===== src/rtl/nvdla_cacc_dlv_pkg.sv =====
// Shared definitions for the CACC delivery drain: pd bit positions, beat count helper, entry layout.
package nvdla_cacc_dlv_pkg;

  localparam int DLV_PD_STRIPE_END = 0;
  localparam int DLV_PD_LAYER_END  = 1;

  localparam int DLV_ATOMK_DEF       = 8;
  localparam int DLV_FINAL_WIDTH_DEF = 32;
  localparam int DLV_DATA_WIDTH_DEF  = DLV_ATOMK_DEF * DLV_FINAL_WIDTH_DEF;

  // Buffer entry layout; other widths use the same {pd, data} packing as a flat vector.
  typedef struct packed {
    logic [1:0]                    pd;
    logic [DLV_DATA_WIDTH_DEF-1:0] data;
  } dlv_entry_t;

  function automatic int dlv_beats(input int atomk, input int final_width, input int sdp_width);
    return (atomk * final_width) / sdp_width;
  endfunction

endpackage


===== src/rtl/nvdla_cacc_dlv_ram.sv =====
// Delivery entry storage: flop array, one write port, one asynchronous read port, no data reset.
module nvdla_cacc_dlv_ram
  import nvdla_cacc_dlv_pkg::*;
#(
  parameter int DEPTH = 16,
  parameter int WIDTH = 258
) (
  input  logic                     clk,
  input  logic                     we,
  input  logic [$clog2(DEPTH)-1:0] waddr,
  input  logic [WIDTH-1:0]         wdata,
  input  logic [$clog2(DEPTH)-1:0] raddr,
  output logic [WIDTH-1:0]         rdata
);

  logic [WIDTH-1:0] mem [DEPTH];

  always_ff @(posedge clk) begin
    if (we) mem[waddr] <= wdata;
  end

  assign rdata = mem[raddr];

endmodule


===== src/rtl/nvdla_cacc_dlv_drain.sv =====
// CACC delivery drain: buffers delivery entries and drains them to SDP as narrower beats with credits.
// Define NVDLA_CACC_DLV_SKID_EN to register the SDP outputs through a 2-entry skid stage.
module nvdla_cacc_dlv_drain
  import nvdla_cacc_dlv_pkg::*;
#(
  parameter int ATOMK       = 8,
  parameter int FINAL_WIDTH = 32,
  parameter int SDP_WIDTH   = 128,
  parameter int DEPTH       = 16
) (
  input  logic                         nvdla_core_clk,
  input  logic                         nvdla_core_rstn,
  input  logic                         dlv_valid,
  input  logic                         dlv_mask,
  input  logic [ATOMK*FINAL_WIDTH-1:0] dlv_data,
  input  logic [1:0]                   dlv_pd,
  output logic                         sdp_pvld,
  input  logic                         sdp_prdy,
  output logic [SDP_WIDTH-1:0]         sdp_pd,
  output logic                         sdp_stripe_end,
  output logic                         sdp_layer_end,
  output logic                         dlv_credit_vld,
  output logic                         dp2reg_done,
  output logic                         dlv_overflow
);

  localparam int DW    = ATOMK * FINAL_WIDTH;
  localparam int BEATS = dlv_beats(ATOMK, FINAL_WIDTH, SDP_WIDTH);
  localparam int AW    = $clog2(DEPTH);
  localparam int BW    = (BEATS > 1) ? $clog2(BEATS) : 1;
  localparam logic [BW-1:0] LAST_BEAT = BW'(BEATS - 1);
  localparam logic [AW:0]   FULL_CNT  = (AW+1)'(DEPTH);

  logic [AW-1:0]        wr_ptr_reg, rd_ptr_reg;
  logic [AW:0]          count_reg;
  logic [BW-1:0]        beat_reg;
  logic                 credit_reg, done_reg, overflow_reg;
  logic [DW+1:0]        head;
  logic [SDP_WIDTH-1:0] beat_slice [BEATS];
  logic                 rd_vld, rd_rdy, rd_last, pop;
  logic                 wr_req, wr_en, drop, full;
  logic [SDP_WIDTH-1:0] rd_pd;
  logic                 rd_se, rd_le;

  nvdla_cacc_dlv_ram #(.DEPTH(DEPTH), .WIDTH(DW + 2)) u_ram (
    .clk   (nvdla_core_clk),
    .we    (wr_en),
    .waddr (wr_ptr_reg),
    .wdata ({dlv_pd, dlv_data}),
    .raddr (rd_ptr_reg),
    .rdata (head)
  );

  for (genvar gi = 0; gi < BEATS; gi++) begin : g_beat
    assign beat_slice[gi] = head[gi*SDP_WIDTH +: SDP_WIDTH];
  end

  assign full    = (count_reg == FULL_CNT);
  assign rd_vld  = (count_reg != '0);
  assign rd_last = (beat_reg == LAST_BEAT);
  assign pop     = rd_vld & rd_rdy & rd_last;
  assign wr_req  = dlv_valid & dlv_mask;
  // A full buffer still takes the write when the head entry leaves in the same cycle.
  assign wr_en   = wr_req & (~full | pop);
  assign drop    = wr_req & full & ~pop;

  assign rd_pd = rd_vld ? beat_slice[beat_reg] : '0;
  assign rd_se = rd_vld & rd_last & head[DW + DLV_PD_STRIPE_END];
  assign rd_le = rd_vld & rd_last & head[DW + DLV_PD_LAYER_END];

  always_ff @(posedge nvdla_core_clk or negedge nvdla_core_rstn) begin
    if (!nvdla_core_rstn) begin
      wr_ptr_reg   <= '0;
      rd_ptr_reg   <= '0;
      count_reg    <= '0;
      beat_reg     <= '0;
      credit_reg   <= 1'b0;
      done_reg     <= 1'b0;
      overflow_reg <= 1'b0;
    end else begin
      if (wr_en) wr_ptr_reg <= wr_ptr_reg + 1'b1;
      if (pop)   rd_ptr_reg <= rd_ptr_reg + 1'b1;
      count_reg <= count_reg + (AW+1)'(wr_en) - (AW+1)'(pop);
      if (rd_vld & rd_rdy) beat_reg <= rd_last ? '0 : beat_reg + 1'b1;
      credit_reg <= pop;
      done_reg   <= pop & head[DW + DLV_PD_LAYER_END];
      if (drop) overflow_reg <= 1'b1;
    end
  end

  assign dlv_credit_vld = credit_reg;
  assign dp2reg_done    = done_reg;
  assign dlv_overflow   = overflow_reg;

`ifdef NVDLA_CACC_DLV_SKID_EN
  logic                 out_vld_reg, out_se_reg, out_le_reg;
  logic                 sk_vld_reg, sk_se_reg, sk_le_reg;
  logic [SDP_WIDTH-1:0] out_pd_reg, sk_pd_reg;
  logic                 in_xfer, out_free;

  // Ready toward the buffer is registered: only an empty skid slot accepts a beat.
  assign rd_rdy   = ~sk_vld_reg;
  assign in_xfer  = rd_vld & rd_rdy;
  assign out_free = ~out_vld_reg | sdp_prdy;

  always_ff @(posedge nvdla_core_clk or negedge nvdla_core_rstn) begin
    if (!nvdla_core_rstn) begin
      out_vld_reg <= 1'b0;
      out_se_reg  <= 1'b0;
      out_le_reg  <= 1'b0;
      out_pd_reg  <= '0;
      sk_vld_reg  <= 1'b0;
      sk_se_reg   <= 1'b0;
      sk_le_reg   <= 1'b0;
      sk_pd_reg   <= '0;
    end else if (out_free) begin
      if (sk_vld_reg) begin
        out_vld_reg <= 1'b1;
        out_pd_reg  <= sk_pd_reg;
        out_se_reg  <= sk_se_reg;
        out_le_reg  <= sk_le_reg;
        sk_vld_reg  <= 1'b0;
      end else begin
        out_vld_reg <= in_xfer;
        if (in_xfer) begin
          out_pd_reg <= rd_pd;
          out_se_reg <= rd_se;
          out_le_reg <= rd_le;
        end
      end
    end else if (in_xfer) begin
      sk_vld_reg <= 1'b1;
      sk_pd_reg  <= rd_pd;
      sk_se_reg  <= rd_se;
      sk_le_reg  <= rd_le;
    end
  end

  assign sdp_pvld       = out_vld_reg;
  assign sdp_pd         = out_pd_reg;
  assign sdp_stripe_end = out_se_reg;
  assign sdp_layer_end  = out_le_reg;
`else
  assign rd_rdy         = sdp_prdy;
  assign sdp_pvld       = rd_vld;
  assign sdp_pd         = rd_pd;
  assign sdp_stripe_end = rd_se;
  assign sdp_layer_end  = rd_le;
`endif

endmodule

===== config.mk =====
export PLATFORM = sky130hd
export DESIGN_NAME = nvdla_cacc_dlv_drain
export DESIGN_NICKNAME = d
export VERILOG_FILES = /design/src/rtl/nvdla_cacc_dlv_pkg.sv /design/src/rtl/nvdla_cacc_dlv_ram.sv /design/src/rtl/nvdla_cacc_dlv_drain.sv
export SDC_FILE = /design/constraint.sdc
export NUM_CORES = 2
export LEC_CHECK = 0
export BUFFER_PORTS_ARGS = -buffer_cell sky130_fd_sc_hd__buf_2
export CAP_MARGIN = 20
export CORE_AREA = 2 2 370 739
export CTS_CLUSTER_SIZE = 10
export DETAILED_ROUTE_END_ITERATION = 12
export DIE_AREA = 0 0 372 741
export PLACE_DENSITY_LB_ADDON = 0.05
export SETUP_SLACK_MARGIN = 0.4
export SYNTH_ARGS = -nofsm -noshare
export SYNTH_HDL_FRONTEND = slang
export SYNTH_MEMORY_MAX_BITS = 65536
export SYNTH_SLANG_ARGS = --single-unit

===== constraint.sdc =====
create_clock -name nvdla_core_clk -period 46.8 [get_ports nvdla_core_clk]
set_input_delay 9.36 -clock nvdla_core_clk [delete_from_list [all_inputs] [get_ports nvdla_core_clk]]
set_output_delay 9.36 -clock nvdla_core_clk [all_outputs]
set_load 0.005 [all_outputs]

* After elaboration in Yosys (flattened, before gate mapping) *
Memories as Yosys holds them, arrays and structs flattened.
Index checks and enable logic that the tools add are counted.
W data, S select, Z words.

word-level totals
  flip-flop bits (word level) = 17
  memory bits (writable) = 4128
  input bits = 263
  output and inout bits = 134
  word-level logic and storage cells = 37
  memories kept = 1

operators by class
  muxes and demuxes = 7
  magnitude comparators = 1
  $add $sub $neg = 5
  reductions and logical operators = 1
  bitwise operators = 14
  equal/unequal tests = 1

memories
  memory     words  bits a word  read ports  clocked after Yosys merged registers in  wr ports  RTL line                  source
  u_ram.mem  16     258          1           0                                        1         nvdla_cacc_dlv_ram.sv:16  logic [WIDTH-1:0] mem [DEPTH];

operators with widths
  cell                   count
  $mux W128              4
  $and A1 B1 Y1          10
  $add A4 B1 Y4 const B  2
  $add A5 B1 Y5          1
  $eq A5 B5 Y1 const B   1
  $reduce_bool A5 Y1     1
  $sub A5 B1 Y5          1
  $mux W1                3
  $ge A2 B2 Y1 const B   1
  $not A1 Y1             2
  $not A1 Y2             1
  $add A1 B1 Y1 const B  1
  $or A1 B1 Y1           1

* Longest topological paths before layout *
  depth in word-level cells = 7
  depth in mapped cells = 14
  mapped depth without buffers = 14

* Cells and area by module *
Synthesis repeated with hierarchy kept, for this count alone.

second synthesis, totals
  cell total of the unflattened synthesis = 6791
  area total of the unflattened synthesis = 157364.7 um^2

modules (own cells, without submodules)
  module                cells each  area each (um^2)  times used  seq. area each (um^2)
  nvdla_cacc_dlv_ram    6436        154529.5          1           123958.9
  nvdla_cacc_dlv_drain  355         2835.2            1           425.4

* Worst setup path before layout *
No wires, ideal clock.

  path kind = input to register
  start = in sdp_prdy
  end = mem u_ram.mem[3][0], enable pin
  arrival = 27.521 ns
  buffers on the path = 0
  data required time = 45.609 ns
  stages = 4
  path slack = 18.088 ns
  library setup time = 1.191 ns
  path through = nand2_1 a31oi_1 nand2_1 nor3_1

on the way
  longest elaborated chain between the ends = 6

ends and longest elaborated chain
  what                           RTL line                    source
  start, declared                nvdla_cacc_dlv_drain.sv:18  input logic sdp_prdy,
  $and A1 B1 Y1 (2 in a row)     nvdla_cacc_dlv_drain.sv:61  assign pop = rd_vld & rd_rdy & rd_last;
  $or A1 B1 Y1                   nvdla_cacc_dlv_drain.sv:64  assign wr_en = wr_req & (~full | pop);
  $and A1 B1 Y1                  nvdla_cacc_dlv_drain.sv:64
  $mux W1                        nvdla_cacc_dlv_ram.sv:19    if (we) mem[waddr] <= wdata;
  $mux W1 (not written as such)  nvdla_cacc_dlv_ram.sv:19
  end, declared                  nvdla_cacc_dlv_ram.sv:16

Every way passes these cells.

* Final worst setup path *
  start = reg rd_ptr_reg[0]
  end = out sdp_pd[33]

on the way
  longest elaborated chain between the ends = 5

ends and longest elaborated chain
  what                                          RTL line                    source
  start, declared                               nvdla_cacc_dlv_drain.sv:34  logic [AW-1:0] wr_ptr_reg, rd_ptr_reg;
  start signal, assigned                        nvdla_cacc_dlv_drain.sv:82  if (pop) rd_ptr_reg <= rd_ptr_reg + 1'b1;
  $mem_v2 Z16 W258                              -
  $mux W128 (not written as such) (3 in a row)  nvdla_cacc_dlv_drain.sv:67  assign rd_pd = rd_vld ? beat_slice[beat_reg] : '0;
  $mux W128                                     nvdla_cacc_dlv_drain.sv:67
  end, declared                                 nvdla_cacc_dlv_drain.sv:19  output logic [SDP_WIDTH-1:0] sdp_pd,

Every way passes these cells. The select of a mux whose other input is x is not followed.

==> metrics.yaml <==
run_status:
  outcome: "complete, no violations"
place:
  hpwlAfterDp_um: 231000
  io_buffer_count: 396
  gp_routability_congestion: 0.804
  dp_slack_ns: 30.19
synth:
  postSynth.topFlopCell: "sky130_fd_sc_hd__edfxtp_1"
  synth.area.mux_share_pct: 15.7
  synthesis.area_um2: 159000
  synth_seq_cells: 4145
  yosysUniqueCellTypes: 33
  dominant_combinational_cell_family_by_area_after_synthesis: "multiplexers"
  synth_edf_count: 4128
  syn_inst: 7498
  synthAdderAreaFrac_pct: 0.0993
  xor_xnor_share_of_the_synthesized_area_pct: 0.0607
  syn_avg_cell_area_um2: 21.2
  complex_gate_fraction_of_the_synthesized_area_pct: 3.07
  yosysWarningCount: 0
  post_synth_and_or_nand_nor_area_fraction_pct: 1.35
  synth_fp_nets: 7773
  ys_async_sr_fraction_pct: 0.410
  fraction_of_the_yosys_area_taken_by_sequential_cells_pct: 78.3
routing:
  avgRoutedWirePerCell_um: 36.4
  avgViaCountPerCell: 6.70
  detail_route.wirelength_um: 428000
  detail_route.iter0.violations: 8008
  drcViolationCount: 0
  routed_via_count: 78700
  number_of_iterations_in_the_first_detailed_routing_pass: 5
  drtAntennaViolNets: 0
critical_path:
  worst-r2r-setup-slack_ns: 40.90
  worst_r2r_startpoint: "count_reg[2]"
  rr_worst_depth: 10
  path_class: "flip-flop to output pin"
  reg2reg_end: "u_ram.mem[4][133]"
  worstPathArrival_ns: 8.16
  critPathRequiredTime_ns: 37.44
  critPathLaunch: "rd_ptr_reg[0]"
  path_max_fanout: 125
  crit_path_end_kind: "output pin"
  worstSetupStartpointType: "flip-flop"
clock_tree:
  hold_buffers: 0
  cts-root-to-sink-buffers: 4
  clk_pin_slew_ns: 0.06
  tritoncts: "built"
  clock_latency_ns: 0.92
  cts_buffers: 456
  post-cts-setup-buffer-count: 0
  cts_resized: 0
  cts_max_level: 5
  cts-root-buf: "sky130_fd_sc_hd__clkbuf_16"
  cts.sinks: 4145
timing:
  slew_headroom_pct: 18.1
  finalHoldViolCount: 0
  maxSlewViolCount: 0
  rsz_0062_raised_after_global_routing: "false"
  fmaxAchievable_mhz: 57.1
  timing.setup.tns_ns: 0
  timing_worst_slew_pin_value_ns: 1.23
  post-route-period-util_pct: 37.4
  finalWorstSetupSlack_ns: 29.28
  setup_viol: 0
  post_route_skew_ns: 0.0356
  final_worst_path_period_need_ns: 17.52
final_layout:
  largest_reg_flops: 4128
  area_growth_pct: 11.4
  nets: 8362
  drive_gt1_share_pct: 22.7
die:
  die_h_um: 741
  design.die.area_um2: 276000
  pin_count: 397
  core_um2: 270000
  die_width_um: 372
  floorplan.initialDensity_pct: 58.8
  rows: 270
worst_hold_path:
  min-delay-path-class: "flip-flop to flip-flop"
  timing.hold.worst.start: "dlv_overflow"
  min_delay_path_depth: 1
  whs_endpoint: "dlv_overflow"
pwr:
  power.total_mw: 10.7
  power.static_leakage_nw: 58.2
  ir_drop_worst_vdd_uv: 68.5
  cellPowerDensity_nw_per_um2: 60.4
grt:
  grt_max_degree: 133
  via_count_of_the_first_global_routing_pass: 80700
  grt_remaining_overflow: 0
  track_usage_pct: 31.1
  antenna_found_initial: 158
  wire_length_of_the_first_global_routing_pass_um: 598000
job:
  drv_cap: 0
==> layout by cell type (no fill, tap or decap), drive strengths merged, types with 4 or more instances in the layout <==
cell type / Yosys / final
edfxtp: 4128 / 4128
a22oi: 640 / 640
buf: 229 / 564
mux4: 520 / 520
xor2: 4 / 4
inv: 12 / 19
nor3: 5 / 5
nand2: 13 / 13
mux2: 259 / 259
xnor2: 7 / 7
nand3: 386 / 386
clkbuf: 204 / 499
mux2i: 1026 / 1026
diode: 0 / 75
dfrtp: 17 / 17
nor2: 14 / 14
ha: 11 / 11
==> report_power, final <==
group	leakage [nW]	internal, mW	switching, mW
clock network	5.81	1.74	1.31
registers	37.4	4.28	0.0654
logic	15.0	1.24	2.05
==> cell usage after synthesis (13+ instances only) <==
master | instances | area (um2)
sky130_fd_sc_hd__nor2_1 | 14 | 52.6
sky130_fd_sc_hd__mux2_2 | 259 | 2920
sky130_fd_sc_hd__mux2i_1 | 1026 | 10300
sky130_fd_sc_hd__a22oi_1 | 640 | 4800
sky130_fd_sc_hd__nand3_1 | 386 | 1930
sky130_fd_sc_hd__buf_4 | 75 | 563
sky130_fd_sc_hd__clkbuf_1 | 204 | 766
sky130_fd_sc_hd__dfrtp_1 | 17 | 425
sky130_fd_sc_hd__buf_1 | 34 | 128
sky130_fd_sc_hd__edfxtp_1 | 4128 | 124000
sky130_fd_sc_hd__buf_6 | 25 | 282
sky130_fd_sc_hd__mux4_2 | 520 | 11700
sky130_fd_sc_hd__nand2_1 | 13 | 48.8
sky130_fd_sc_hd__buf_2 | 95 | 475
==> cells by family (layout without fill, tap and decap cells) <==
group           Yosys count  in the layout
flops                  4145           4145
mux                    1805           1805
compound gates          650            650
buf+inv                 445           1083
simple gates            430            430
fa+ha+maj                12             12
xor+xnor                 11             11
other cells               0             75
==> per-layer routing <==
| layer | track usage (%) | vias to the layer above | wire [um] |
|---|---|---|---|
| li1 | - | 32200 | - |
| met1 | 37.4 | 42300 | 152000 |
| met2 | 53.7 | 3201 | 222000 |
| met3 | 5.97 | 884 | 31700 |
| met4 | 14.8 | 86 | 21800 |
| met5 | 0 | - | 561 |
==> layout make-up <==
| class | count | area (um2) |
|---|---|---|
| antenna | 75 | 188 |
| clock buffer | 499 | 11800 |
| clock inverter | 8 | 80.1 |
| fill | 17700 | 93100 |
| inverter | 12 | 45.0 |
| multi-input combinational | 2908 | 32300 |
| sequential | 4145 | 124000 |
| tap | 3536 | 4420 |
| timing repair buffer | 564 | 3620 |
==> stage by stage <==
stage          utilization (%)  instance area [um2]  hold slack, ns  cells
2_1_floorplan                -               159000           0.468   7498
3_3_place_gp              61.0               165000           0.461  11200
3_5_place_dp              61.0               165000           0.477  11200
4_1_cts                   65.4               177000           0.494  11700
5_1_grt                   65.5               177000           0.511  11700
6_report                  65.5               177000           0.485  11700
==> worst max-delay path, cell delays in order (launching register included) <==
cell and delay [ns]:
sky130_fd_sc_hd__dfrtp_4 0.93, sky130_fd_sc_hd__buf_12 0.67, sky130_fd_sc_hd__buf_4 0.93, sky130_fd_sc_hd__buf_12 0.72, sky130_fd_sc_hd__buf_4 0.92, sky130_fd_sc_hd__buf_4 0.94, sky130_fd_sc_hd__mux4_2 0.60, sky130_fd_sc_hd__mux2_2 0.29
sky130_fd_sc_hd__a22oi_1 0.33, sky130_fd_sc_hd__nand3_1 0.20, sky130_fd_sc_hd__buf_2 0.17
==> worst max-delay path by stage <==
stage	depth (start not counted)	slack [ns]	endpoint
6_report	10	29.28	sdp_pd[33]
5_1_grt	10	28.85	sdp_pd[33]
4_1_cts	10	29.19	sdp_pd[33]
3_5_place_dp	10	30.19	sdp_pd[33]
3_3_place_gp	10	30.22	sdp_pd[33]
2_1_floorplan	4	18.09	u_ram.mem[3][0]
Note: power is estimated with default switching activity, not from simulation.
